<file path="src/rtl/ram_loader_pkg.sv">
// Shared constants and FSM encoding for the SAP RAM serial loader.
// The RAM geometry here is the default the loader is built for.
package ram_loader_pkg;

    localparam int RAM_DATA_W = 8;
    localparam int RAM_ADDR_W = 4;

    typedef enum logic [2:0] {
        ST_IDLE    = 3'd0,
        ST_SHIFT   = 3'd1,
        ST_WR_ADR  = 3'd2,
        ST_WR_DATA = 3'd3,
        ST_DONE    = 3'd4
    } state_t;

endpackage

</file>
<file path="src/rtl/ram_loader_serial_shift_in.sv">
// MSB-first serial deserialiser: one bit per strobe, flags the strobe that
// completes a byte and presents the completed byte combinationally.
module serial_shift_in #(
    parameter int DATA_W = 8
) (
    input  logic              clk,
    input  logic              reset,
    input  logic              clear,
    input  logic              enable,
    input  logic              strobe,
    input  logic              data,
    output logic              byte_valid,
    output logic [DATA_W-1:0] byte_out
);

    localparam int CNT_W = $clog2(DATA_W);
    localparam logic [CNT_W-1:0] LAST_BIT = CNT_W'(DATA_W - 1);

    // Only DATA_W-1 bits are stored: the final bit completes the byte directly.
    logic [DATA_W-2:0] shreg;
    logic [CNT_W-1:0]  bit_cnt;
    logic              last_bit;

    assign last_bit   = (bit_cnt == LAST_BIT);
    assign byte_valid = enable && strobe && last_bit;
    assign byte_out   = {shreg, data};

    always_ff @(posedge clk) begin
        if (!reset || clear) begin
            shreg   <= '0;
            bit_cnt <= '0;
        end else if (enable && strobe) begin
            shreg   <= {shreg[DATA_W-3:0], data};
            bit_cnt <= last_bit ? '0 : bit_cnt + 1'b1;
        end
    end

endmodule

</file>
<file path="src/rtl/ram_loader.sv">
// Serial program loader for the SAP RAM: collects bytes, writes each via the
// address-write then data-write bus cycles, and holds the CPU in reset meanwhile.
module ram_loader
    import ram_loader_pkg::*;
#(
    parameter int DATA_W = RAM_DATA_W,
    parameter int ADDR_W = RAM_ADDR_W
) (
    input  logic              clk,
    input  logic              reset,
    input  logic              load_en,
    input  logic              ser_strobe,
    input  logic              ser_data,
    output logic [DATA_W-1:0] bus_out,
    output logic              bus_drive,
    output logic              mem_adr_we,
    output logic              mem_we,
    output logic              cpu_hold,
    output logic              busy,
    output logic              done,
    output state_t            state_dbg,
    output logic [ADDR_W-1:0] addr_dbg
);

    localparam logic [ADDR_W-1:0] LAST_ADDR = {ADDR_W{1'b1}};

    state_t            state, state_nxt;
    logic [ADDR_W-1:0] addr;
    logic [DATA_W-1:0] hold;
    logic              shift_clr;
    logic              byte_valid;
    logic [DATA_W-1:0] byte_data;

    assign shift_clr = (state == ST_IDLE) || !load_en;
    assign state_dbg = state;
    assign addr_dbg  = addr;

    serial_shift_in #(.DATA_W(DATA_W)) u_shift (
        .clk        (clk),
        .reset      (reset),
        .clear      (shift_clr),
        .enable     (busy),
        .strobe     (ser_strobe),
        .data       (ser_data),
        .byte_valid (byte_valid),
        .byte_out   (byte_data)
    );

    always_ff @(posedge clk) begin
        if (!reset) state <= ST_IDLE;
        else        state <= state_nxt;
    end

    // Bytes can complete during a write cycle; hold is only reused 8+ cycles later.
    always_ff @(posedge clk) begin
        if (!reset) begin
            addr <= '0;
            hold <= '0;
        end else begin
            if (state == ST_IDLE)
                addr <= '0;
            else if (state == ST_WR_DATA && load_en && addr != LAST_ADDR)
                addr <= addr + 1'b1;
            if (byte_valid)
                hold <= byte_data;
        end
    end

    always_comb begin
        state_nxt  = state;
        bus_out    = '0;
        bus_drive  = 1'b0;
        mem_adr_we = 1'b0;
        mem_we     = 1'b0;
        cpu_hold   = 1'b1;
        busy       = 1'b0;
        done       = 1'b0;
        case (state)
            ST_IDLE: begin
                cpu_hold = 1'b0;
                if (load_en) state_nxt = ST_SHIFT;
            end
            ST_SHIFT: begin
                busy = 1'b1;
                if (byte_valid) state_nxt = ST_WR_ADR;
            end
            ST_WR_ADR: begin
                busy       = 1'b1;
                bus_drive  = 1'b1;
                bus_out    = {{(DATA_W-ADDR_W){1'b0}}, addr};
                mem_adr_we = 1'b1;
                state_nxt  = ST_WR_DATA;
            end
            ST_WR_DATA: begin
                busy      = 1'b1;
                bus_drive = 1'b1;
                bus_out   = hold;
                mem_we    = 1'b1;
                state_nxt = (addr == LAST_ADDR) ? ST_DONE : ST_SHIFT;
            end
            ST_DONE: begin
                done = 1'b1;
            end
            default: state_nxt = ST_IDLE;
        endcase
        // Abort beats everything, including a byte completing this cycle.
        if (!load_en) state_nxt = ST_IDLE;
    end

endmodule

</file>
<file path="config.mk">
export PLATFORM = sky130hd
export DESIGN_NAME = ram_loader
export DESIGN_NICKNAME = d
export VERILOG_FILES = /design/src/rtl/ram_loader_pkg.sv /design/src/rtl/ram_loader_serial_shift_in.sv /design/src/rtl/ram_loader.sv
export SDC_FILE = /design/constraint.sdc
export NUM_CORES = 1
export LEC_CHECK = 0
export BUFFER_PORTS_ARGS = -buffer_cell sky130_fd_sc_hd__buf_2
export CELL_PAD_IN_SITES_DETAIL_PLACEMENT = 0
export CELL_PAD_IN_SITES_GLOBAL_PLACEMENT = 1
export CORE_MARGIN = 2
export CORE_UTILIZATION = 39
export DETAILED_ROUTE_END_ITERATION = 8
export GPL_TIMING_DRIVEN = 0
export PLACE_DENSITY = 0.77
export SKIP_LAST_GASP = 1
export SLEW_MARGIN = 40
export SYNTH_ARGS = -nofsm -noshare
export SYNTH_HDL_FRONTEND = slang
export SYNTH_SLANG_ARGS = --single-unit
</file>
<file path="constraint.sdc">
create_clock -name clk -period 2.35 [get_ports clk]
set_clock_uncertainty 0.1 [all_clocks]
set_input_delay 0.1175 -clock clk [delete_from_list [all_inputs] [get_ports clk]]
set_output_delay 0.1175 -clock clk [all_outputs]
set_load 0.005 [all_outputs]
</file>
==> results by group, run 1 <==
Status
  • Status: finished clean

Critical path
  • Crit path DAT: roughly 1700 ps
  • Reg2Reg Depth: 6
  • Crit. End Element: output pin
  • Crit path launch type: register
  • CP peak stage delay: between 300 and 400 ps
  • Type of the worst setup path: reg2out
  • CP required: 2130 ps
  • CP max-delay cell: clkbuf_1
  • CP Cell Sequence: buf_2 > nor2_1 > clkbuf_1 > and2_1 > buf_2
  • CP Max Fanout: 10
  • Top cell by count, worst path: buf_2

Job
  • Max Cap Viol: 0

Clock network
  • Clk buf depth: 2
  • Clk slew on worst S/H paths: between 100 and 150 ps
  • Num Clock Sinks: 25
  • Worst skew pair latency: 320 ps
  • H-tree depth: 1
  • CTS resizes: 0
  • Root Buffer: clkbuf_4
  • CTS Buf Count: 3
  • CTS tree: built

Synthesis
  • Mapped cell area: roughly 1200 sq um
  • Synth warnings: 0
  • Post-synth top area share: between 40% and 50%
  • Syn avg cell area: roughly 8.4 sq um
  • FFs w/ async S/R, synth: 0%
  • Register bit count reported by yosys: 25
  • Top post-synthesis cells by count: dfxtp_1, a21oi_1, o21ai_0
  • Top post-synthesis cells by area: dfxtp_1, a21oi_1, o31ai_1, o21ai_0, nand3_1
  • Synth Net Count: 155
  • Post-synth EDFFs: 0
  • Most common cell in the netlist: dfxtp_1
  • Synth Flop Type: dfxtp_1
  • Post-synth cell types: 33
  • Register area share after synthesis: 40.57%
  • Syn Inst Count: about 150
  • Leading area contributor after synthesis: dfxtp_1

Pwr
  • Clock network power share: 28.3%
  • Switching portion of total power: about a quarter
  • Leakage: 0.5796 nW
  • Logic pwr share: 8.7%
  • Switch Pwr: 163.3 uW
  • Internal power: 512.1 uW
  • PD cells: 459.4 nW/um^2
  • Sequential power share: between 60% and 70%
  • Peak supply drop: 0.0002511 V

Min path
  • Hold crit path type: in2reg
  • Worst hold path cell count: 3

Detailed routing
  • Routed len/inst: 13.39 microns
  • Vias per cell: 5.287
  • Total number of vias: 1179
  • First DRT Iteration DRCs: 44
  • ANT nets after route: 0
  • Drt drc: 0
  • Final WL: 2987 microns
  • First drt pass iteration count: 4

Global routing
  • Vias in the first global route: 1112
  • Total congestion overflow: 0
  • GRT Total Usage: 18.79%
  • Initial antenna violation count: 0
  • First-pass GRT wire length: 5168 microns
  • Largest net degree at the start of global routing: 14

Placed design
  • # port buffers: 25
  • Post-DP HPWL: 2184 microns
  • Final Wtd Congestion: about 0.8

Finish
  • Share of cells above drive strength 1: 26.82%
  • N_diodes: 0
  • Nets@finish: about 190
  • Area Growth Syn to Fin: 19.17%

STA
  • TNS Setup: 0 ps
  • Final setup fails: 0
  • RSZ-0062 raised after global routing: false
  • Slew Limit Fails: 0
  • Final worst path period share: 81.61%
  • Fin crit period: 1918 ps
  • Worst Tran Pin Value: 407.7 ps
  • Max Fclk: roughly 0.52 GHz
  • Slew headroom: 72.82%
  • Hold_ws: 9.704 ps
  • Final hold violation count: 0

Die
  • Cell Rows: 20
  • Core area: just over 3000 sq um
  • Die Width: 60.25 microns
  • Io pins: 26
  • Die area: around 3600 sq um
  • Die height: approximately 60 microns
  • Starting Density: 40.74%
logic make-up (layout without fill, tap and decap cells):
| logic type | after synthesis | after routing | share of synthesized area [%] |
|---|---|---|---|
| flip-flops | 25 | 25 | 40.57 |
| multiplexers | 4 | 4 | 3.246 |
| AND/OR/NAND/NOR | 53 | 53 | 25.56 |
| buffers and inverters | 16 | 48 | 6.389 |
| adder cells (fa/ha/maj) | 3 | 3 | 3.043 |
| AO/OA/AOI/OAI | 46 | 46 | 21.20 |
cell type report:
type | count | area, sq um
clock buffers | 4 | 26.28
fillers | 327 | 1558
plain buffers | 12 | 63.81
well taps | 44 | 55.05
inverters | 4 | 15.01
flip-flops and latches | 25 | 500.5
multi-input cells | 106 | 654.4
repair buffers | 28 | 155.1
critical path, delay by kind of cell, from the launching register on:
kind	cells	cell delay, ps
buffers and inverters	3	650
DFF	1	330
and+or+nand+nor	2	410
path summary, 6_finish.rpt:
check,startpoint,end,slack [ps]
worst max-delay path,state_dbg[0],done,430
worst min-delay path,load_en,state_dbg[1],10
worst max register to register,u_shift.bit_cnt[0],state_dbg[0],530
worst min register to register,u_shift.shreg[6],hold[7],380
metal layers:
metal	wire (microns)	global-route usage, %
met5	0	0
met4	32	6.032
met3	84	2.597
met2	1510	32.45
met1	1360	23.91
power groups by stage:
stage / Clock [mW] / Combinational [mW] / Sequential, mW
4_1_cts: 0.199 / 0.0590 / 0.425
5_1_grt: 0.225 / 0.0650 / 0.426
6_report: 0.191 / 0.0590 / 0.425
2_1_floorplan: 0 / 0.0356 / 0.435
3_5_place_dp: 0 / 0.0549 / 0.435
3_3_place_gp: 0 / 0.0540 / 0.435
layout by cell type (no fill, tap or decap), types with 2 or more instances in the layout:
cell           netlist  routed
inv_1                3       3
clkbuf_4             0       3
and3_2               4       4
ha_1                 3       3
clkbuf_1             2       3
and2_1               2       2
nand2_1              4       4
nand3_1             10      10
nor3_1               2       2
dfxtp_1             25      25
dlygate4sd3_1        0       3
or4_1                2       2
nor2_1               9       9
a21oi_1             22      22
mux2i_1              4       4
o31ai_1              9       9
nand4_1              8       8
or3_1                2       2
buf_2                9      34
o21ai_0             12      12
through the flow:
step	area [sq um]	util, %	setup slack [ps]	instances	power, mW
floorplan	1234	-	690.7	147	0.4704
global placement	1414	46.69	587.4	216	0.4887
detailed placement	1414	46.69	559.8	216	0.4896
CTS	1470	48.55	430.2	223	0.6833
global route	1470	48.55	314.2	223	0.7158
finish	1470	48.55	432.2	223	0.6754
registers in the layout, indices dropped and copies added, names as in the netlist:
register,count
u_shift.shreg,7
hold,8
state_dbg,3
addr_dbg,4
u_shift.bit_cnt,3
repair_timing:
item                                   CTS  global route
hold buffers                             3             0
endpoints found under the hold margin    4             0
setup buffers                            0             0
No activity file was read; power rests on OpenSTA's default activity.
==> run 2: changes to the inputs <==
--- a/config.mk
+++ b/config.mk
@@ -5,14 +5,15 @@
 export SDC_FILE = /design/constraint.sdc
 export NUM_CORES = 1
 export LEC_CHECK = 0
+export ABC_AREA = 1
 export BUFFER_PORTS_ARGS = -buffer_cell sky130_fd_sc_hd__buf_2
 export CELL_PAD_IN_SITES_DETAIL_PLACEMENT = 0
 export CELL_PAD_IN_SITES_GLOBAL_PLACEMENT = 1
 export CORE_MARGIN = 2
-export CORE_UTILIZATION = 39
+export CORE_UTILIZATION = 34
 export DETAILED_ROUTE_END_ITERATION = 8
 export GPL_TIMING_DRIVEN = 0
-export PLACE_DENSITY = 0.77
+export PLACE_DENSITY = 0.74
 export SKIP_LAST_GASP = 1
 export SLEW_MARGIN = 40
 export SYNTH_ARGS = -nofsm -noshare
==> constraint.sdc (replaced) <==
create_clock -name clk -period 1.7 [get_ports clk]
set_clock_uncertainty 0.1 [all_clocks]
set_input_delay 0.085 -clock clk [delete_from_list [all_inputs] [get_ports clk]]
set_output_delay 0.085 -clock clk [all_outputs]
set_load 0.005 [all_outputs]
==> run 2 against run 1 <==
Against the previous run: cell count rose by 15%; non-clock buffer count fell by 11; clock-buffer cell count is 1 lower; wire length is 6.8% lower; first-iteration DRC count rose by 36%; power grew 53%; die area up 16%.
==> results by group, run 2 <==
Status
  • Status: finished clean

Placed design
  • Post-DP HPWL: 2148 microns (-1.6%)
  • Final Wtd Congestion: 0.8136 (+3.3%)
  • Placed insts: 251 (+16%)
  • # port buffers: 24 (-4.0%)

Global routing
  • Initial antenna violation count: 0 (unchanged)
  • Largest net degree at the start of global routing: 16 (+2)
  • First-pass GRT wire length: 4650 microns (-10%)
  • Total congestion overflow: 0 (unchanged)
  • Vias in the first global route: 1065 (-4.2%)
  • GRT Total Usage: 14.04% (-4.7 points)

Pwr
  • Switch Pwr: 248.4 uW (+52%)
  • Leakage: 0.7091 nW (+22%)
  • PD cells: 681.1 nW/um^2 (+48%)
  • Clock network power share: 34.7% (+6.4 points)
  • Peak supply drop: 0.0002822 V (+12%)
  • Internal power: 783.6 uW (+53%)
  • Logic pwr share: 7.9% (-0.8 points)
  • Sequential power share: 57.4% (-5.6 points)
  • Switching portion of total power: 24.07% (-0.11 points)

STA
  • RSZ-0062 raised after global routing: false
  • Fin crit period: 1581 ps
  • Final worst path period share: 92.99%
  • Final hold violation count: 0 (unchanged)
  • Slew headroom: 80.52% (+7.7 points)
  • Max Fclk: 0.6326 GHz
  • TNS Setup: 0 ps (unchanged)
  • Worst Tran Pin Value: 292.2 ps (-115.5 ps)
  • Final setup fails: 0 (unchanged)
  • Slew Limit Fails: 0 (unchanged)

Finish
  • Most common cell after layout, fill and taps aside: nand2_1
  • Fin util: 42.02% (-6.5 points)
  • Largest Register: hold
  • Most frequent cells in the layout: nand2_1, inv_1, buf_2
  • Share of cells above drive strength 1: 22.49% (-4.3 points)
  • N_diodes: 0 (unchanged)
  • Max FFs per register: 8 (unchanged)
  • Area Growth Syn to Fin: 20.02%
  • Nets@finish: 218 (+16%)
  • Final std cells w/o fill: 257 (+15%)

Critical path
  • R2r setup slk: 160 ps (-370 ps)
  • CP required: 1510 ps (-620 ps)
  • Crit path launch type: register
  • Crit path DAT: 1400 ps (-300 ps)
  • CP Max Fanout: 9 (-1)
  • Crit. End Element: output pin
  • Type of the worst setup path: reg2out

Die
  • Cell Rows: 22 (+10%)
  • Die height: 64.94 microns (+7.8%)
  • Die area: 4217 sq um (+16%)
  • Die Width: 64.94 microns (+7.8%)
  • Core area: 3606 sq um (+19%)
  • Io pins: 26 (unchanged)
  • Starting Density: 35.01% (-5.7 points)

Synthesis
  • FFs w/ async S/R, synth: 0% (unchanged)
  • Leading area contributor after synthesis: dfxtp_1
  • Register bit count reported by yosys: 25 (unchanged)
  • Post-synth EDFFs: 0 (unchanged)
  • Register area share after synthesis: 39.64% (-0.92 points)
  • Most common cell in the netlist: nand2_1
  • Synth warnings: 0 (unchanged)
  • Top post-synthesis cells by area: dfxtp_1, nand2_1, inv_1, a21oi_1, nor2_1
  • Mapped cell area: 1262 sq um (+2.3%)
  • Top post-synthesis cells by count: nand2_1, dfxtp_1, inv_1
  • Synth Flop Type: dfxtp_1
  • Syn Inst Count: 179 (+22%)
  • Post-synth top area share: 39.64% (-0.92 points)
  • Syn avg cell area: 7.053 sq um (-16%)
  • Synth Net Count: 187 (+21%)
  • Post-synth cell types: 22 (-33%)

Detailed routing
  • First drt pass iteration count: 4 (unchanged)
  • Drt drc: 0 (unchanged)
  • Routed len/inst: 10.84 microns (-19%)
  • Final WL: 2785 microns (-6.8%)
  • Vias per cell: 4.537 (-14%)
  • Total number of vias: 1166 (-1.1%)
  • ANT nets after route: 0 (unchanged)
  • First DRT Iteration DRCs: 60 (+36%)

Clock network
  • Root Buffer: clkbuf_8
  • Worst skew pair latency: 270 ps (-50 ps)
  • Clk buf depth: 2 (unchanged)
  • CTS tree: built
  • Clk slew on worst S/H paths: 90 ps (-50 ps)
  • H-tree depth: 1 (unchanged)
  • Num Clock Sinks: 25 (unchanged)
  • CTS Buf Count: 3 (unchanged)
  • # Post-CTS Setup Buffers: 0 (unchanged)

Job
  • Max Cap Viol: 0 (unchanged)

Min path
  • Hold crit path type: in2reg
-- run 2: changes by cell type after synthesis, sizes merged, moves of 7 or more --
cell | previous run | this run
o21ai | 12 | 3
nand3 | 11 | 4
nand2 | 4 | 61
inv | 4 | 27
buf | 10 | 3
o31ai | 9 | 0
a21oi | 22 | 15
nor2 | 9 | 22
-- run 2: power groups by stage --
stage	logic [mW]	registers [mW]	clock network [mW]
finish	0.0812	0.593	0.358
global route	0.0887	0.594	0.401
CTS	0.0819	0.593	0.372
detailed placement	0.0781	0.606	0
global placement	0.0770	0.606	0
floorplan	0.0498	0.606	0
-- run 2: final cells by class --
cell class                      instances  area [sq um]
Buffer                                  3         33.78
Clock buffer                            3         41.29
Clock inverter                          1         7.507
Fill cell                             398          2091
Inverter                               29         115.1
Multi-Input combinational cell        122         613.1
Sequential cell                        25         504.2
Tap cell                               48         60.06
Timing Repair Buffer                   26         140.1
-- run 2: logic make-up after synthesis --
| logic type | synth area share (%) |
|---|---|
| AO/OA/AOI/OAI | 9.217 |
| flip-flops | 39.64 |
| adder cells (fa/ha/maj) | 2.974 |
| AND/OR/NAND/NOR | 36.37 |
| buffers and inverters | 11.79 |
-- run 2: metrics by stage --
stage,cell area (sq um),total power [mW],hold slack [ps],worst slack [ps]
4_1_cts,1513,1.047,72.51,49.87
6_report,1515,1.032,75.40,119.2
5_1_grt,1515,1.083,79.10,7.229
2_1_floorplan,1262,0.6555,119.9,352.7
3_3_place_gp,1443,0.6830,242.5,229.8
3_5_place_dp,1443,0.6842,252.3,174.8
-- run 2: worst paths after layout --
| kind | start | to | cells after the start |
|---|---|---|---|
| setup / recovery | state_dbg[1] | bus_out[0] | 5 |
| hold / removal | load_en | state_dbg[0] | 3 |
| setup reg to reg | u_shift.bit_cnt[0] | hold[7] | 6 |
| hold reg to reg | u_shift.shreg[6] | u_shift.shreg[6] | 2 |
-- run 2: per-layer routing --
| metal | vias up | GRT usage, % | routed length, microns |
|---|---|---|---|
| li1 | 618 | - | - |
| met1 | 535 | 18.07 | 1394 |
| met2 | 11 | 23.45 | 1297 |
| met3 | 2 | 2.083 | 69 |
| met4 | 0 | 5.585 | 23 |
| met5 | - | 0 | 0 |
-- run 2: timing repair --
item,CTS,global route
resized for setup,1,2
hold buffers,2,0
setup endpoints to repair,1,7
hold endpoints to repair,9,0
-- run 2: critical path: stages (launching register included) --
cell,delay [ps]
dfxtp_2,420
nand2_1,120
nor2_4,190
inv_2,120
o22ai_1,140
buf_2,140
